### src/rtl/decode_stage.sv
// Registered instruction-decode stage with valid/ready handshake, CMP->Jcc flag
// interlock, illegal-opcode detection and synchronous flush.
module decode_stage #(
  parameter int DATA_W     = 32,
  parameter int OPCODE_W   = 6,
  parameter int REG_ADDR_W = 5,
  parameter int IMM_W      = 16,
  parameter int FLAG_W     = 8,
  parameter int PC_W       = DATA_W - OPCODE_W
) (
  input  logic                  clk,
  input  logic                  rst,
  input  logic                  flush,
  input  logic                  instr_valid,
  output logic                  instr_ready,
  input  logic [DATA_W-1:0]     instruction,
  input  logic [FLAG_W-1:0]     status_reg,
  input  logic                  flags_update,
  output logic                  dec_valid,
  input  logic                  dec_ready,
  output logic [3:0]            alu_op,
  output logic [REG_ADDR_W-1:0] alu_src1,
  output logic [REG_ADDR_W-1:0] alu_src2,
  output logic [REG_ADDR_W-1:0] alu_dest,
  output logic                  reg_write_enable,
  output logic                  imm,
  output logic                  load_pc,
  output logic                  mem_rd,
  output logic                  mem_wr,
  output logic                  mem_data_in,
  output logic [DATA_W-1:0]     imm_val,
  output logic [PC_W-1:0]       load_pc_val,
  output logic                  illegal
);

  localparam logic [OPCODE_W-1:0] OP_NOP  = OPCODE_W'('h00);
  localparam logic [OPCODE_W-1:0] OP_ADD  = OPCODE_W'('h01);
  localparam logic [OPCODE_W-1:0] OP_SUB  = OPCODE_W'('h02);
  localparam logic [OPCODE_W-1:0] OP_MUL  = OPCODE_W'('h03);
  localparam logic [OPCODE_W-1:0] OP_AND  = OPCODE_W'('h04);
  localparam logic [OPCODE_W-1:0] OP_OR   = OPCODE_W'('h05);
  localparam logic [OPCODE_W-1:0] OP_JMP  = OPCODE_W'('h06);
  localparam logic [OPCODE_W-1:0] OP_LUI  = OPCODE_W'('h07);
  localparam logic [OPCODE_W-1:0] OP_LLI  = OPCODE_W'('h08);
  localparam logic [OPCODE_W-1:0] OP_CMP  = OPCODE_W'('h0A);
  localparam logic [OPCODE_W-1:0] OP_JEQ  = OPCODE_W'('h0B);
  localparam logic [OPCODE_W-1:0] OP_LOD  = OPCODE_W'('h0C);
  localparam logic [OPCODE_W-1:0] OP_STR  = OPCODE_W'('h0D);
  localparam logic [OPCODE_W-1:0] OP_XOR  = OPCODE_W'('h0E);
  localparam logic [OPCODE_W-1:0] OP_XNOR = OPCODE_W'('h0F);
  localparam logic [OPCODE_W-1:0] OP_SHL  = OPCODE_W'('h10);
  localparam logic [OPCODE_W-1:0] OP_SHR  = OPCODE_W'('h11);
  localparam logic [OPCODE_W-1:0] OP_JNE  = OPCODE_W'('h12);
  localparam logic [OPCODE_W-1:0] OP_JB   = OPCODE_W'('h13);
  localparam logic [OPCODE_W-1:0] OP_JBE  = OPCODE_W'('h14);
  localparam logic [OPCODE_W-1:0] OP_JL   = OPCODE_W'('h15);
  localparam logic [OPCODE_W-1:0] OP_JLE  = OPCODE_W'('h16);

  // Conditional jumps, indexed by the status_reg bit each one tests.
  localparam logic [5:0][OPCODE_W-1:0] CJ_OPS = {OP_JLE, OP_JL, OP_JBE, OP_JB, OP_JNE, OP_JEQ};

  typedef enum logic {ST_RUN, ST_WAIT_FLAGS} state_t;

  state_t r_state;
  state_t w_state_next;

  logic [OPCODE_W-1:0]   w_opcode;
  logic [REG_ADDR_W-1:0] w_rs;
  logic [REG_ADDR_W-1:0] w_rt;
  logic [REG_ADDR_W-1:0] w_rd;
  logic [IMM_W-1:0]      w_imm_field;
  logic [PC_W-1:0]       w_target;
  logic [5:0]            w_cj_match;
  logic                  w_is_cj;
  logic                  w_cj_take;
  logic                  w_is_cmp;
  logic                  w_blocked;
  logic                  w_instr_ready;
  logic                  w_accept;
  logic                  w_unused_flags;

  logic [3:0]            w_alu_op;
  logic [REG_ADDR_W-1:0] w_src1;
  logic [REG_ADDR_W-1:0] w_src2;
  logic [REG_ADDR_W-1:0] w_dest;
  logic                  w_rr;
  logic                  w_rwe;
  logic                  w_imm;
  logic                  w_load_pc;
  logic                  w_mem_rd;
  logic                  w_mem_wr;
  logic                  w_mem_data_in;
  logic [DATA_W-1:0]     w_imm_val;
  logic [PC_W-1:0]       w_load_pc_val;
  logic                  w_illegal;

  logic                  r_dec_valid;
  logic [3:0]            r_alu_op;
  logic [REG_ADDR_W-1:0] r_src1;
  logic [REG_ADDR_W-1:0] r_src2;
  logic [REG_ADDR_W-1:0] r_dest;
  logic                  r_rwe;
  logic                  r_imm;
  logic                  r_load_pc;
  logic                  r_mem_rd;
  logic                  r_mem_wr;
  logic                  r_mem_data_in;
  logic [DATA_W-1:0]     r_imm_val;
  logic [PC_W-1:0]       r_load_pc_val;
  logic                  r_illegal;

  assign w_opcode    = instruction[DATA_W-1 -: OPCODE_W];
  assign w_rs        = instruction[DATA_W-OPCODE_W-1 -: REG_ADDR_W];
  assign w_rt        = instruction[DATA_W-OPCODE_W-REG_ADDR_W-1 -: REG_ADDR_W];
  assign w_rd        = instruction[DATA_W-OPCODE_W-2*REG_ADDR_W-1 -: REG_ADDR_W];
  assign w_imm_field = instruction[IMM_W-1:0];
  assign w_target    = instruction[PC_W-1:0];

  genvar gi;
  generate
    for (gi = 0; gi < 6; gi++) begin : g_cj
      assign w_cj_match[gi] = (w_opcode == CJ_OPS[gi]);
    end
  endgenerate

  assign w_is_cj        = |w_cj_match;
  assign w_cj_take      = |(w_cj_match & status_reg[5:0]);
  assign w_is_cmp       = (w_opcode == OP_CMP);
  assign w_unused_flags = ^status_reg;

  // A Jcc after a CMP must see the fresh flags; the update pulse itself releases it.
  assign w_blocked     = (r_state == ST_WAIT_FLAGS) && w_is_cj && !flags_update;
  assign w_instr_ready = !rst && !flush && (!r_dec_valid || dec_ready) && !w_blocked;
  assign w_accept      = instr_valid && w_instr_ready;

  always_comb begin
    w_alu_op      = 4'd0;
    w_src1        = '0;
    w_src2        = '0;
    w_dest        = '0;
    w_rr          = 1'b0;
    w_rwe         = 1'b0;
    w_imm         = 1'b0;
    w_load_pc     = 1'b0;
    w_mem_rd      = 1'b0;
    w_mem_wr      = 1'b0;
    w_mem_data_in = 1'b0;
    w_imm_val     = '0;
    w_load_pc_val = '0;
    w_illegal     = 1'b0;
    case (w_opcode)
      OP_NOP:  ;
      OP_ADD:  begin w_alu_op = 4'd1; w_rr = 1'b1; end
      OP_SUB:  begin w_alu_op = 4'd2; w_rr = 1'b1; end
      OP_MUL:  begin w_alu_op = 4'd3; w_rr = 1'b1; end
      OP_AND:  begin w_alu_op = 4'd4; w_rr = 1'b1; end
      OP_OR:   begin w_alu_op = 4'd5; w_rr = 1'b1; end
      OP_XOR:  begin w_alu_op = 4'd6; w_rr = 1'b1; end
      OP_XNOR: begin w_alu_op = 4'd7; w_rr = 1'b1; end
      OP_SHL:  begin w_alu_op = 4'd8; w_rr = 1'b1; end
      OP_SHR:  begin w_alu_op = 4'd9; w_rr = 1'b1; end
      OP_JMP: begin
        w_load_pc     = 1'b1;
        w_load_pc_val = w_target;
      end
      OP_LUI: begin
        w_dest    = w_rs;
        w_imm     = 1'b1;
        w_rwe     = 1'b1;
        w_imm_val = {w_imm_field, {(DATA_W-IMM_W){1'b0}}};
      end
      OP_LLI: begin
        w_alu_op  = 4'd5;
        w_src2    = w_rs;
        w_dest    = w_rs;
        w_imm     = 1'b1;
        w_rwe     = 1'b1;
        w_imm_val = {{(DATA_W-IMM_W){1'b0}}, w_imm_field};
      end
      OP_CMP: begin
        w_alu_op = 4'd2;
        w_src1   = w_rs;
        w_src2   = w_rt;
      end
      OP_LOD: begin
        w_src1        = w_rt;
        w_dest        = w_rs;
        w_rwe         = 1'b1;
        w_mem_rd      = 1'b1;
        w_mem_data_in = 1'b1;
      end
      OP_STR: begin
        w_src1   = w_rt;
        w_src2   = w_rs;
        w_mem_wr = 1'b1;
      end
      default: begin
        if (w_is_cj) begin
          w_load_pc     = w_cj_take;
          w_load_pc_val = w_target;
        end else begin
          w_illegal = 1'b1;
        end
      end
    endcase
    if (w_rr) begin
      w_src1 = w_rs;
      w_src2 = w_rt;
      w_dest = w_rd;
      w_rwe  = 1'b1;
    end
  end

  always_comb begin
    w_state_next = r_state;
    if (flush) begin
      w_state_next = ST_RUN;
    end else begin
      case (r_state)
        ST_RUN:        if (w_accept && w_is_cmp) w_state_next = ST_WAIT_FLAGS;
        ST_WAIT_FLAGS: if (flags_update && !(w_accept && w_is_cmp)) w_state_next = ST_RUN;
        default:       w_state_next = ST_RUN;
      endcase
    end
  end

  always_ff @(posedge clk) begin
    if (rst) r_state <= ST_RUN;
    else     r_state <= w_state_next;
  end

  always_ff @(posedge clk) begin
    if (rst) begin
      r_dec_valid   <= 1'b0;
      r_alu_op      <= 4'd0;
      r_src1        <= '0;
      r_src2        <= '0;
      r_dest        <= '0;
      r_rwe         <= 1'b0;
      r_imm         <= 1'b0;
      r_load_pc     <= 1'b0;
      r_mem_rd      <= 1'b0;
      r_mem_wr      <= 1'b0;
      r_mem_data_in <= 1'b0;
      r_imm_val     <= '0;
      r_load_pc_val <= '0;
      r_illegal     <= 1'b0;
    end else if (flush) begin
      r_dec_valid <= 1'b0;
    end else if (w_accept) begin
      r_dec_valid   <= 1'b1;
      r_alu_op      <= w_alu_op;
      r_src1        <= w_src1;
      r_src2        <= w_src2;
      r_dest        <= w_dest;
      r_rwe         <= w_rwe;
      r_imm         <= w_imm;
      r_load_pc     <= w_load_pc;
      r_mem_rd      <= w_mem_rd;
      r_mem_wr      <= w_mem_wr;
      r_mem_data_in <= w_mem_data_in;
      r_imm_val     <= w_imm_val;
      r_load_pc_val <= w_load_pc_val;
      r_illegal     <= w_illegal;
    end else if (dec_ready) begin
      r_dec_valid <= 1'b0;
    end
  end

  assign instr_ready      = w_instr_ready;
  assign dec_valid        = r_dec_valid;
  assign alu_op           = r_alu_op;
  assign alu_src1         = r_src1;
  assign alu_src2         = r_src2;
  assign alu_dest         = r_dest;
  assign reg_write_enable = r_rwe;
  assign imm              = r_imm;
  assign load_pc          = r_load_pc;
  assign mem_rd           = r_mem_rd;
  assign mem_wr           = r_mem_wr;
  assign mem_data_in      = r_mem_data_in;
  assign imm_val          = r_imm_val;
  assign load_pc_val      = r_load_pc_val;
  assign illegal          = r_illegal;

endmodule

### config.mk
export PLATFORM = sky130hd
export DESIGN_NAME = decode_stage
export DESIGN_NICKNAME = d
export VERILOG_FILES = /design/src/rtl/decode_stage.sv
export SDC_FILE = /design/constraint.sdc
export NUM_CORES = 1
export LEC_CHECK = 0
export CORE_UTILIZATION = 25
export CTS_CLUSTER_DIAMETER = 150
export DETAILED_ROUTE_END_ITERATION = 10
export PLACE_DENSITY = 0.57
export SYNTH_ARGS = -nofsm -noshare
export SYNTH_HDL_FRONTEND = slang
export SYNTH_SLANG_ARGS = --single-unit
### constraint.sdc
create_clock -name clk -period 2.2 [get_ports clk]
set_input_delay 0.44 -clock clk [delete_from_list [all_inputs] [get_ports clk]]
set_output_delay 0.44 -clock clk [all_outputs]
set_load 0.05 [all_outputs]
Word level (Yosys, flattened, before mapping)
Index checks and enable logic that the tools add are counted.

word-level totals
  register bits after elaboration = 85
  logic and storage cells = 93

operators by class
  equal/unequal tests = 21
  mux-type cells = 25
  bitwise operators = 3
  reduce and logical (&&, ||, !) cells = 30

operators by type and width
  cell                                                              count
  32-bit one-hot mux with 2 select lines                            1
  26-bit one-hot mux with 2 select lines                            1
  6-bit by 4-bit == test with 1-bit output (second input constant)  7
  6-bit by 5-bit == test with 1-bit output (second input constant)  7
  4-bit one-hot mux with 9 select lines                             1
  26-bit 2-to-1 mux                                                 1
  6-bit by 3-bit == test with 1-bit output (second input constant)  4
  5-bit 2-to-1 mux                                                  4
  5-bit one-hot mux with 2 select lines                             2
  16-bit OR reduction                                               1
  15-bit OR reduction                                               1
  1-bit 2-to-1 mux                                                  13
  6-bit by 2-bit == test with 1-bit output (second input constant)  2
  2-bit OR reduction                                                6
  6-bit OR reduction                                                2
  9-bit OR reduction                                                1
  1-bit logical AND                                                 8
  6-bit bitwise AND                                                 1
  6-bit by 1-bit == test with 1-bit output (second input constant)  1
  1-bit zero test                                                   6
  6-bit zero test                                                   1
  1-bit one-hot mux with 2 select lines                             2
  3-bit OR reduction                                                1
  1-bit NOT                                                         2
  other kinds (3)                                                   3

Longest topological paths before layout
Gate-level depths: netlist of the first run.

  word-level depth = 12
  mapped depth = 8
  gate-level depth less buffers = 5

Least setup slack after synthesis of the first run
OpenSTA, ideal clock, no wires.

  path type = input to output
  start = in rst
  end = out instr_ready
  data arrival time = 1.414 ns
  data required time = 1.760 ns
  slack = 0.346 ns
  stages on the path = 4
  buffers on the path = 1
  cells stage by stage = clkbuf_1 -> nor2_1 -> o311a_1 -> o31a_1

on the way
  longest elaborated chain between the ends = 4

ends and longest elaborated chain
  item                            line  text
  start, declared                 12    input logic rst,
  1-bit zero test                 133   assign w_instr_ready = !rst && !flush && (!r_dec_valid || dec_ready) && !w_blocked;
  1-bit logical AND (3 in a row)  133
  end, declared                   15    output logic instr_ready,

No other way between the ends.

Worst setup path in the final report of the first run
  start = in instruction[28]
  end = out instr_ready

on the way
  longest elaborated chain between the ends = 6

ends and longest elaborated chain
  item                                                                                                  line  text
  start, declared                                                                                       16    input logic [DATA_W-1:0] instruction,
  6-bit by 4-bit == test with 1-bit output or 6-bit by 5-bit == test with 1-bit output (tied branches)  122   assign w_cj_match[gi] = (w_opcode == CJ_OPS[gi]);
  6-bit OR reduction (*)                                                                                126   assign w_is_cj = |w_cj_match;
  1-bit logical AND (*) (2 in a row)                                                                    132   assign w_blocked = (r_state == ST_WAIT_FLAGS) && w_is_cj && !flags_update;
  1-bit zero test (*)                                                                                   133
  1-bit logical AND (*)                                                                                 133

Every way passes the cells marked *; elsewhere a longest branch is shown, timed or not.

==> results of run 1 <==
[final cells by class]
class                           count  area (sq um)
Fill cell                        1461          8650
Multi-Input combinational cell    320          1820
Timing Repair Buffer              179          1760
Sequential cell                    85          1700
Clock buffer                       10           239
Tap cell                          184           230
Clock inverter                      6          78.8
Inverter                            1          3.75
[logic make-up (layout without fill, tap and decap cells)]
group	Yosys count	count (layout)	synth area share, %
and+or+nand+nor	208	208	27.0
buffers and inverters	46	196	6.63
AOI/OAI and AO/OA	108	108	19.3
DFF	85	85	46.0
muxes	4	4	1.08
[tightest hold or removal path, cell delays in order (launching register included)]
cell,delay (ps)
dfxtp_1,310
nand2_1,50
a21oi_1,50
[through the flow]
stage               worst slack [ps]  total power (W)  TNS (ps)
floorplan                        346          0.00187         0
global placement                -360          0.00212    -26060
detailed placement              -380          0.00213    -26350
CTS                             21.2          0.00375         0
global route                    5.43          0.00385         0
finish                          52.3          0.00372         0
[report_power, final]
group	switching [W]	total, W	internal, W	leakage, nW
combinational	0.000303	0.000529	0.000226	1.18
sequential	0.0000121	0.00157	0.00156	0.687
clock	0.000688	0.00162	0.000935	0.157
total	0.00100	0.00372	0.00272	2.02
[flip-flops by register name, summed over array words and instances, names as in the netlist]
signal and cells:
alu_src2 5, mem_wr 1, imm_val 32, alu_src1 5, mem_data_in 1, r_state 1
dec_valid 1, illegal 1, load_pc 1, imm 1, alu_dest 5, load_pc_val 26
reg_write_enable 1, alu_op 4
[what timing repair did]
item                       4_1_cts  5_1_grt
setup endpoints to repair        4        2
pin swaps                        0        0
gates resized for setup         12        5
[final timing paths]
kind	from	end	slack, ps	cells past startpoint
max	instruction[28]	instr_ready	50	6
min	load_pc_val[3]$_SDFFE_PP0P_	load_pc_val[3]$_SDFFE_PP0P_	450	2
max reg2reg	r_state$_SDFF_PP0_	imm_val[15]$_SDFFE_PP0P_	500	5
min reg2reg	load_pc_val[3]$_SDFFE_PP0P_	load_pc_val[3]$_SDFFE_PP0P_	450	2
[cell usage in the layout (no fill, tap or decap), types with 4 or more instances in the layout]
| cell type | count |
|---|---|
| nor2_1 | 21 |
| mux2i_1 | 4 |
| clkdlybuf4s50_1 | 120 |
| buf_12 | 9 |
| nor3_1 | 22 |
| a221oi_1 | 16 |
| a21oi_1 | 68 |
| nand2b_4 | 4 |
| clkbuf_16 | 9 |
| nand3b_1 | 5 |
| dfxtp_1 | 85 |
| nand2_1 | 71 |
| buf_4 | 43 |
| nand3_1 | 62 |
| o21ai_0 | 4 |
| dlygate4sd2_1 | 4 |
[routing by layer]
metal / wire [microns] / GRT usage, % / share of wire (%) / vias up
met4: 139 / 3.77 / 1.1 / 0
met3: 1010 / 6.23 / 7.7 / 18
met2: 6050 / 26.9 / 46 / 131
li1: - / - / - / 1895
met5: 0 / 0 / 0 / -
met1: 5950 / 22.7 / 45 / 1809
==> results.cfg, run 1 <==
[route]
firstDrtPassIters = 4
vias = 3853
wire_per_inst_microns = 16.7
antenna_left = 0
totalWireLength_mm = 13.1
post-route-drc-count = 0
via_per_inst = 4.91
drt_iter0_drc = 261

[cts]
clock_sinks = 85
clk_pin_slew_ps = 60
htreeDepth = 3
clockRootBuffer = clkbuf_16
cts_buffers = 9
clk-insertion-delay-late_ps = 350
holdBufCountCts = 0
post-cts-setup-buffer-count = 0
clock_tree.buffer_depth = 2
cts_tree = yes

[timing]
fmax_mhz = 466
skew_ps = 6.99
grt_setup_unrepaired = false
holdWs_ps = 451
max-slew-margin-rel_pct = 38.0
min_period_ps = 2150
setup_viol = 0
drv_slew = 0
finalCritPeriodShare_pct = 97.6
hold_viol_final = 0
tightest_slew_ps = 930

[synth]
synth_edf_count = 0
ys_types = 45
yosysSeqAreaShare_pct = 46.0
syn-instance-count = 451
synth_top_cell_area_share_pct = 46.0
synth.net_count = 497
synth_most_common_cell = dfxtp_1
yosysWarnings = 0
syn_avg_cell_area_sq_um = 8.20
syn_area_sq_mm = 0.00370
synth_top_area_cell = dfxtp_1
synth_seq_cells = 85
synth_commonest_cells = dfxtp_1, nand2_1, a21oi_1
synth_ff_type = dfxtp_1
synth_area_leaders = dfxtp_1, a21oi_1, nand3_1
ys_async_sr_fraction_pct = 0

[die]
die_w_microns = 124
die_height_microns = 124
rows = 44
die_area_sq_mm = 0.0153
core_area_sq_mm = 0.0145
io_pins = 132
initial_utilization_pct = 25.5

[global_routing]
grtUsageTotal_pct = 17.3
grt_pass1_wl_mm = 19.9
first_global_vias = 3705
grt_max_degree = 87
grt_antenna_before_repair = 0
grt_overflow_total = 0

[pwr]
p_leak_nw = 2.02
power.density_mw_per_mm2 = 638
vdd_drop_max_mv = 0.515

[placement]
place_inst = 769
dpl.hpwl_mm = 9.10
place_congestion = 0.755
io_buffers = 129
dpl-instance-area_sq_mm = 0.00546

[worst_setup_path]
crit_chain = dlygate4sd2_1 -> nand2b_4 -> a2bb2oi_4 -> buf_4 -> o31a_1 -> buf_12
critPathBufInv = 3
cp.required_ps = 1760
end_kind = output pin
slowest_stage = dlygate4sd2_1
crit_fanout = 5
cp.arrival_ps = 1710
cp-start-kind = input port
critical_path_class = input port to output pin
max_stage_delay_ps = 310
crit_family = buffers and inverters

[finish]
drive_gt1_share_pct = 14.5
final_area_sq_mm = 0.00583
final_util_pct = 40.3
fin_nets = 642
layoutNonFillerInstCount = 785
syn_to_final_growth_pct = 57.7
antenna_cells = 0

[run]
drv_cap = 0

[outcome]
status = completed

[hold_path]
min_path_type = flop to flop
Note: power is estimated with default switching activity, not from simulation.
==> run 2: changes to the inputs <==
--- a/config.mk
+++ b/config.mk
@@ -9,6 +9,7 @@
 export CTS_CLUSTER_DIAMETER = 150
 export DETAILED_ROUTE_END_ITERATION = 10
 export PLACE_DENSITY = 0.57
+export SKIP_CTS_REPAIR_TIMING = 1
 export SYNTH_ARGS = -nofsm -noshare
 export SYNTH_HDL_FRONTEND = slang
 export SYNTH_SLANG_ARGS = --single-unit
==> run 2 against run 1 <==
Net effect: sequential power about the same; total power decreased by 0.21%; fmax increased by 0.46%; die area unchanged; combinational power about the same; setup slack improved by 9.9 ps; critical endpoint unchanged; largest cell class unchanged; largest power group unchanged.
==> results.cfg, run 2 (synthesis gave the netlist of run 1 again) <==
[outcome]
status = completed

[global_routing]
grt_pass1_wl_mm = 19.8
grt_overflow_total = 0
grt_max_degree = 87
grt_antenna_before_repair = 0
grtUsageTotal_pct = 17.2
first_global_vias = 3697

[pwr]
clkPwrFrac_pct = 43.5
seq_power_share_pct = 42.3
pwr-share-comb_pct = 14.1
netSwitchingPower_w = 0.000996
power.total_w = 0.00372
switching_share_pct = 26.8
vdd_drop_max_mv = 0.516
power.density_mw_per_mm2 = 638
p_leak_nw = 2.05
p_int_w = 0.00272

[worst_setup_path]
crit_fanout = 3
slowest_stage = clkdlybuf4s50_1
critical_path_class = input port to output pin
end_kind = output pin
cp-start-kind = input port
worstSetupStartpoint = flags_update
max_stage_delay_ps = 410
crit_chain = clkdlybuf4s50_1 -> nand2b_4 -> o311a_4 -> o31a_1 -> buf_12
cp.required_ps = 1760
timing.rr.start = r_state$_SDFF_PP0_
cp.arrival_ps = 1700
r2r_cells = 5

[timing]
min_period_ps = 2140
finalCritPeriodShare_pct = 97.2
fmax_mhz = 468
skew_ps = 7.91
max-slew-margin-rel_pct = 38.0
hold_viol_final = 0
holdWs_ps = 450
grt_setup_unrepaired = false
tightest_slew_ps = 930
drv_slew = 0
setup_viol = 0

[route]
wire_per_inst_microns = 16.7
post-route-drc-count = 0
via_per_inst = 4.91
drt_iter0_drc = 234
totalWireLength_mm = 13.1
vias = 3853
antenna_left = 0
firstDrtPassIters = 5

[finish]
fill_cells = 1456
drive_gt1_share_pct = 13.6
fin_nets = 642
final_cell_mix = clkdlybuf4s50_1, dfxtp_1, nand2_1, a21oi_1, nand3_1
final_common_cell = clkdlybuf4s50_1
largest_reg_flops = 32
antenna_cells = 0
syn_to_final_growth_pct = 57.5

[die]
rows = 44
die_area_sq_mm = 0.0153
initial_utilization_pct = 25.5
die_w_microns = 124
die_height_microns = 124
io_pins = 132
core_area_sq_mm = 0.0145

[cts]
clk-insertion-delay-late_ps = 350
clock_tree.buffer_depth = 2
clock_sinks = 85
cts_tree = yes
clockRootBuffer = clkbuf_16
clk_pin_slew_ps = 70
cts_buffers = 9
htreeDepth = 3

[hold_path]
min_from = imm_val[1]$_SDFFE_PP0P_
min_path_type = flop to flop
holdPathStages = 2

[placement]
dpl.hpwl_mm = 9.10
io_buffers = 129
place_congestion = 0.755

[run]
drv_cap = 0
==> run 2: changes by cell type in the layout (fill, tap and decap cells not counted) <==
cell	delta
dlygate4sd2_1	-4
nor3_1	+1
nor2b_2	-1
nand4bb_4	-1
nand2b_1	+1
nor3_2	-1
clkbuf_2	-1
nand2b_4	-1
dlymetal6s2s_1	+5
nand4bb_1	+1
nor2b_1	+1
==> run 2: layout make-up <==
cell class                      instances  area [sq um]  area share [%]
Multi-Input combinational cell        320          1790            30.7
Timing Repair Buffer                  179          1780            30.6
Sequential cell                        85          1700            29.2
Clock buffer                           10           239            4.10
Tap cell                              184           230            3.95
Clock inverter                          6          78.8            1.35
Inverter                                1          3.75          0.0644
==> run 2: path summary, 6_finish.rpt <==
kind	endpoint	slack (ps)
setup / recovery	instr_ready	60
hold / removal	imm_val[1]$_SDFFE_PP0P_	450
setup reg to reg	imm_val[15]$_SDFFE_PP0P_	500
hold reg to reg	imm_val[1]$_SDFFE_PP0P_	450
==> run 2: power by group through the flow <==
stage               Combinational, W  Clock [W]  Sequential (W)
global placement            0.000516          0         0.00161
finish                      0.000526    0.00162         0.00157
floorplan                   0.000188          0         0.00168
CTS                         0.000522    0.00165         0.00157
detailed placement          0.000520          0         0.00161
global route                0.000558    0.00171         0.00157
==> run 2: stage by stage <==
stage / utilization [%] / cell area, sq um / setup WS, ps / instances / TNS [ps]
final: 40.2 / 5820 / 62.2 / 785 / 0
after global routing: 40.2 / 5820 / 18.6 / 785 / 0
after CTS: 39.9 / 5780 / -231 / 785 / -299
after detailed placement: 37.7 / 5460 / -380 / 769 / -26350
after global placement: 37.7 / 5460 / -360 / 769 / -26060
after floorplan: - / 3700 / 346 / 451 / 0
==> run 2: per-layer routing <==
layer / up-vias / share of wire [%] / GRT usage [%]
met5: - / 0 / 0
met4: 0 / 0.87 / 3.77
met3: 11 / 8.3 / 6.23
met2: 124 / 46 / 26.8
met1: 1823 / 45 / 22.6
li1: 1895 / - / -
==> run 2: worst max-delay path: cells and delay by family <==
kind	cells	cell delay, ps
AOI/OAI and AO/OA	2	520
buffers and inverters	2	570
and+or+nand+nor	1	160
==> run 3: changes to the inputs <==
--- a/config.mk
+++ b/config.mk
@@ -5,10 +5,11 @@
 export SDC_FILE = /design/constraint.sdc
 export NUM_CORES = 1
 export LEC_CHECK = 0
-export CORE_UTILIZATION = 25
+export CORE_MARGIN = 4
+export CORE_UTILIZATION = 45
 export CTS_CLUSTER_DIAMETER = 150
 export DETAILED_ROUTE_END_ITERATION = 10
-export PLACE_DENSITY = 0.57
+export PLACE_DENSITY = 0.87
 export SKIP_CTS_REPAIR_TIMING = 1
 export SYNTH_ARGS = -nofsm -noshare
 export SYNTH_HDL_FRONTEND = slang
==> run 3 against run 2 <==
Net effect: global-route usage is 7.7 points higher; via count is 2.0% higher; sequential share of layout area is 0.92 points higher; non-clock buffer count is 4 higher; setup slack better by 33 ps; fmax is 1.5% higher; clock skew is 2.5 ps higher; total power is 13% lower; wire length is 5.4% lower; critical endpoint unchanged.
==> results.cfg, run 3 (synthesis gave the netlist of run 1 again) <==
[outcome]
status = completed

[cts]
clk-insertion-delay-late_ps = 360
clock_tree.buffer_depth = 2
cts_buffers = 9
clockRootBuffer = clkbuf_8
cts_tree = yes
clk_pin_slew_ps = 90
clock_sinks = 85
htreeDepth = 3

[finish]
largest_reg_flops = 32
multi_input_area_sq_mm = 0.00179
drive_gt1_share_pct = 14.0
fill_cells = 609
layoutNonFillerInstCount = 707
final_cell_mix = clkdlybuf4s50_1, dfxtp_1, nand2_1, a21oi_1, nand3_1
antenna_cells = 0
final_common_cell = clkdlybuf4s50_1
syn_to_final_growth_pct = 52.7
fin_nets = 646
regArea_sq_mm = 0.00170

[timing]
holdWs_ps = 406
skew_ps = 10.4
min_period_ps = 2110
fmax_mhz = 475
drv_slew = 0
grt_setup_unrepaired = false
max-slew-margin-rel_pct = 42.9
hold_viol_final = 0
finalSetupTns_ps = 0
finalCritPeriodShare_pct = 95.7
tightest_slew_ps = 857
setup_slack_ps = 94.9
setup_viol = 0

[die]
io_pins = 132
rows = 32
die_height_microns = 98.7
die_w_microns = 98.7
die_area_sq_mm = 0.00973
initial_utilization_pct = 47.1
core_area_sq_mm = 0.00785

[worst_setup_path]
cp.arrival_ps = 1670
crit_family = buffers and inverters
cp-start-kind = input port
end_kind = output pin
crit_fanout = 3
r2r_cells = 7
rrSetupSlack_ps = 630
cp.required_ps = 1760
crit_cells = 5
critPathBufInv = 2
slowest_stage = clkdlybuf4s50_1
crit_chain = clkdlybuf4s50_1 -> nor2_1 -> o311a_4 -> o31a_1 -> buf_12
critical_path_class = input port to output pin
max_stage_delay_ps = 400
r2r-end = imm_val[31]$_SDFFE_PP0P_
timing.rr.start = r_state$_SDFF_PP0_
crit_end = instr_ready
worstSetupStartpoint = flush

[route]
firstDrtPassIters = 5
totalWireLength_mm = 12.4
wire_per_inst_microns = 17.5
drt_iter0_drc = 232
post-route-drc-count = 0
vias = 3931
via_per_inst = 5.56
antenna_left = 0

[hold_path]
min_path_type = input port to flop

[global_routing]
first_global_vias = 3747
grtUsageTotal_pct = 24.9
use_met2_pct = 41.2
grtUsageMet1_pct = 31.9
grt_antenna_before_repair = 0
grt_pass1_wl_mm = 19.4
grt_max_degree = 87
busiest_layer = met2
use_met3_pct = 6.94
grt_overflow_total = 0

[placement]
io_buffers = 129
place_congestion = 0.875
place_inst = 685
pre_cts_ws_ps = -312
dpl.hpwl_mm = 8.85

[pwr]
p_leak_nw = 2.01
power.total_w = 0.00325
power.density_mw_per_mm2 = 576
vdd_drop_max_mv = 0.318

[run]
drv_cap = 0
run 3: worst min path at each step:
stage	startpoint	endpoint	slack [ps]	cells after the start
2_1_floorplan	instruction[0]	imm_val[0]$_SDFFE_PP0P_	590	2
3_3_place_gp	imm_val[15]$_SDFFE_PP0P_	imm_val[15]$_SDFFE_PP0P_	440	2
3_5_place_dp	load_pc_val[0]$_SDFFE_PP0P_	load_pc_val[0]$_SDFFE_PP0P_	440	2
4_1_cts	rst	dec_valid$_SDFFE_PP0P_	390	3
5_1_grt	rst	dec_valid$_SDFFE_PP0P_	420	3
6_report	rst	dec_valid$_SDFFE_PP0P_	410	3
run 3: worst register-to-register path, cell delays in order (launching register included):
cell	delay, ps
dfxtp_1	310
nand2b_1	80
buf_4	160
o311ai_4	330
buf_4	260
buf_12	150
nand2_1	60
a21oi_1	140
run 3: power by group:
part           total [W]  internal, W  switching, W
clock            0.00115     0.000542      0.000610
combinational   0.000527     0.000230      0.000298
sequential       0.00157      0.00156     0.0000128
run 3: layout make-up:
type / instances / area share [%]
clock buffers: 9 / 2.19
inverters: 1 / 0.0665
well taps: 102 / 2.26
clock inverters: 7 / 1.44
flip-flops and latches: 85 / 30.1
multi-input cells: 320 / 31.7
repair buffers: 183 / 32.2
run 3: metal layers:
layer / part of all wire [%] / up-vias
li1: - / 1907
met1: 41 / 1862
met2: 49 / 149
met3: 8.2 / 13
met4: 1.4 / 0
met5: 0 / -
run 3: per-stage QoR:
| stage | area (sq um) | utilization [%] |
|---|---|---|
| 3_3_place_gp | 5340 | 68.1 |
| 3_5_place_dp | 5340 | 68.1 |
| 4_1_cts | 5550 | 70.7 |
| 6_report | 5650 | 72.0 |
| 2_1_floorplan | 3700 | - |
| 5_1_grt | 5650 | 72.0 |
==> variant 1, RTL diff (flow settings as in run 3) <==
Set the parameter `REG_ADDR_W` to 4 (it was 5).
--- a/src/rtl/decode_stage.sv
+++ b/src/rtl/decode_stage.sv
@@ -5,3 +5,3 @@
   parameter int OPCODE_W   = 6,
-  parameter int REG_ADDR_W = 5,
+  parameter int REG_ADDR_W = 4,
   parameter int IMM_W      = 16,
Interface: changed (resized alu_dest, alu_src1 and alu_src2); port bits go from 132 to 129. No check against the original RTL was run, so the function may have changed too.
==> variant 1 against run 3 <==
Sequential cell count shrank 3. Final area down 6.8%. Synthesized area shrank 4.5%. Synthesized cell count is 1.6% lower. Die area shrank 4.1%. Total power is 7.5% lower. Setup slack worse by 0.068 ns. Routed wire length is 8.4% lower. Critical path type unchanged. Highest routed layer unchanged.
==> variant 1: results <==
metrics = {
    "finish": {
        "fin_nets": 624,
        "inverters": 2,
        "clk_share_pct": 3.495,
        "buffer_area_share_pct": 31.12,
        "multi_input_gates": 316,
        "nonClockBufferCount": 167,
        "ff_latch_area_mm2": 0.001642,
        "fill_cells": 617,
        "multi_input_area_share_pct": 31.62,
        "drive_gt1_share_pct": 12.01,
    },
    "placement": {
        "placed_area_mm2": 0.005055,
        "place_congestion": 0.8778,
        "hpwl_um": 8061,
        "portBuffers": 126,
    },
    "setup_path": {
        "critPathMaxStageDelay_ns": 0.43,
        "regToRegSetupSlack_ns": 0.28,
        "critPathArrivalTime_ns": 1.73,
        "cp-startpoint": "flags_update",
        "cp_top_family": "simple AND/OR/NAND/NOR gates",
    },
    "logic_synthesis": {
        "synth_cell_types": 41,
        "muxShareOfSynthArea_pct": 0.5666,
        "seq_area_frac_synth_pct": 46.46,
        "syn_nets": 490,
        "synthTopCellsByArea": "dfxtp_1, a21oi_1, nand3_1, nand2_1, nor2_1",
        "synth_compound_area_share_pct": 16.86,
        "synthXorXnorAreaFrac_pct": 0.2479,
        "yosys-top-cells-count": "dfxtp_1, a21oi_1, nand2_1",
    },
    "power": {
        "leakagePower_nw": 1.826,
        "power_frac_clock_pct": 34.0,
        "pwr-share-seq_pct": 50.3,
        "swShare_pct": 29.10,
        "peakVddDrop_uv": 370.4,
        "power_mw": 3.007,
    },
    "global_route": {
        "antenna_found_initial": 0,
        "grt.total_usage_pct": 23.32,
        "grt_max_degree": 83,
        "grt_pass1_vias": 3715,
        "use_met3_pct": 5.912,
        "grt_pass1_wl_um": 18130,
        "grt_use_met1_pct": 29.30,
        "met2_usage_pct": 38.27,
    },
    "run_status": {
        "status": "finished clean",
    },
    "timing": {
        "finalClockSkew_ns": 0.009087,
        "min_period_ns": 2.173,
        "relSlewSlack_pct": 43.29,
    },
    "route": {
        "wl_met1_um": 4601,
        "routed_wl_um": 11350,
        "met3_length_um": 878,
        "wl_met2_um": 5583,
        "detail_route.iter0.violations": 310,
    },
    "hold_path": {
        "hold_path.class": "input pin to register",
    },
    "clock_tree": {
        "clock_latency_ns": 0.34,
        "clkTransAtPathRegs_ns": 0.09,
        "clkSinkCount": 82,
    },
}
==> variant 1: changes by cell type in the layout (fill, tap and decap cells not counted), moves of 4 or more <==
cell      delta
nand3_1      +6
a21oi_1      +5
buf_12       -4
nor3_1       -5
a221oi_1     -4
buf_4        -8
nor2_1       +9
==> variant 1: final timing paths <==
check / cells past startpoint / end
max: 5 / instr_ready
min: 3 / dec_valid
max reg2reg: 7 / alu_dest[3]
min reg2reg: 2 / imm_val[25]
==> variant 1: stage by stage <==
step	worst slack, ns	util (%)	hold WS [ns]	setup TNS [ns]	instances
after floorplan	0.1261	-	0.5193	0	444
after global placement	-0.3554	65.76	0.4382	-24.13	669
after detailed placement	-0.4719	65.76	0.4437	-28.63	669
after CTS	-0.2630	68.15	0.3420	-0.9202	685
after global routing	-0.01296	68.46	0.3784	-0.01296	685
final	0.02723	68.46	0.3498	0	685
==> variant 1: tightest hold or removal path, cell delays in order <==
cell	delay, ns
buf_2	0.09
nor2_1	0.04
o21a_1	0.09
==> variant 2, RTL diff (flow settings as in run 3) <==
Without the edit above. Reset style: asynchronous (`rst`), changed in 2 clocked blocks.
--- a/src/rtl/decode_stage.sv
+++ b/src/rtl/decode_stage.sv
@@ -226,3 +226,3 @@
 
-  always_ff @(posedge clk) begin
+  always_ff @(posedge clk or posedge rst) begin
     if (rst) r_state <= ST_RUN;
@@ -231,3 +231,3 @@
 
-  always_ff @(posedge clk) begin
+  always_ff @(posedge clk or posedge rst) begin
     if (rst) begin
Function: differs if rst is asserted again (counterexample within 4 cycles, from zero or initial values and one cycle with rst high); with rst held inactive, the same outputs for 4 cycles.
==> variant 2 against run 3 <==
Worst hold slack improved by 0.030 ns. Utilization shrank 1.9 points. Non-clock buffer count is 1 lower. Final area up 3.0%. Total power rose by 11%. Sequential cell count stayed put. Setup slack improved by 0.10 ns. Routed wire length fell by 8.8%. Synthesized area increased by 4.3%. Critical endpoint unchanged.
==> variant 2: results <==
metrics = {
    "run_status": {
        "status": "finished clean",
    },
    "logic_synthesis": {
        "async_flop_share_pct": 100.0,
        "synthCells": 376,
        "seq_area_frac_synth_pct": 55.12,
        "synth_compound_area_share_pct": 26.85,
        "synthTopCellsByArea": "dfrtp_1, o21ai_0, a22o_1, nand2_1, a22oi_1",
        "syn_nets": 422,
        "muxShareOfSynthArea_pct": 2.302,
        "synth_cell_types": 48,
        "synth_top_family_by_area": "compound AO/OA/AOI/OAI gates",
        "synthXorXnorAreaFrac_pct": 0.2270,
        "synth-main-ff-cell": "dfrtp_1",
        "yosys-top-cells-count": "o21ai_0, dfrtp_1, nand2_1",
    },
    "setup_path": {
        "r2r-start": "r_state",
        "cp-startpoint": "instruction[31]",
        "regToRegSetupSlack_ns": 0.49,
        "cp_max_fo": 4,
        "critPathArrivalTime_ns": 1.56,
        "r2r-end": "load_pc_val[22]",
        "crit_end": "instr_ready",
    },
    "route": {
        "dr_total_vias": 3657,
        "routed_wl_um": 11300,
        "detail_route.iter0.violations": 203,
    },
    "timing": {
        "relSlewSlack_pct": 62.60,
        "finalClockSkew_ns": 0.009187,
        "min_period_ns": 2.003,
        "holdWs_ns": 0.4358,
    },
    "global_route": {
        "grt.total_usage_pct": 22.37,
        "grt_max_degree": 52,
        "grt_pass1_wl_um": 18080,
        "grt_pass1_vias": 3607,
    },
    "placement": {
        "placed_area_mm2": 0.005575,
        "place_congestion": 0.8443,
        "place_ws_ns": -0.3680,
        "hpwl_um": 8172,
        "dp_cells": 628,
    },
    "power": {
        "p_int_mw": 2.509,
        "peakVddDrop_uv": 353.3,
        "leakagePower_nw": 2.500,
        "p_comb_uw": 802,
        "power_frac_clock_pct": 31.6,
    },
    "finish": {
        "fin_cells": 645,
        "drive_gt1_share_pct": 16.67,
        "fin_nets": 581,
    },
}
==> variant 2: cell count changes after synthesis, sizes merged, moves of 30 or more <==
cell   delta
a21oi    -63
a22o     +30
dfrtp    +85
dfxtp    -85
nand2    -31
nand3    -57
o21ai    +95
==> variant 2: cell type report <==
| cell class | count | area [µm²] |
|---|---|---|
| Fill cell | 635 | 2482 |
| Sequential cell | 85 | 2127 |
| Timing Repair Buffer | 182 | 1762 |
| Multi-Input combinational cell | 253 | 1570 |
| Clock buffer | 10 | 137.6 |
| Tap cell | 105 | 131.4 |
| Clock inverter | 6 | 70.07 |
| Inverter | 4 | 18.77 |
==> variant 2: layer usage <==
layer	up-vias	track usage (%)	routed length (µm)
met2	152	35.95	5591
met4	0	7.565	104
met3	12	3.875	737
met5	-	0	0
li1	1679	-	-
met1	1814	30.72	4866
==> variant 2: critical path: stages <==
cell,delay (ns)
clkdlybuf4s50_1,0.56
inv_1,0.11
o211a_4,0.16
nor2_2,0.09
buf_4,0.20
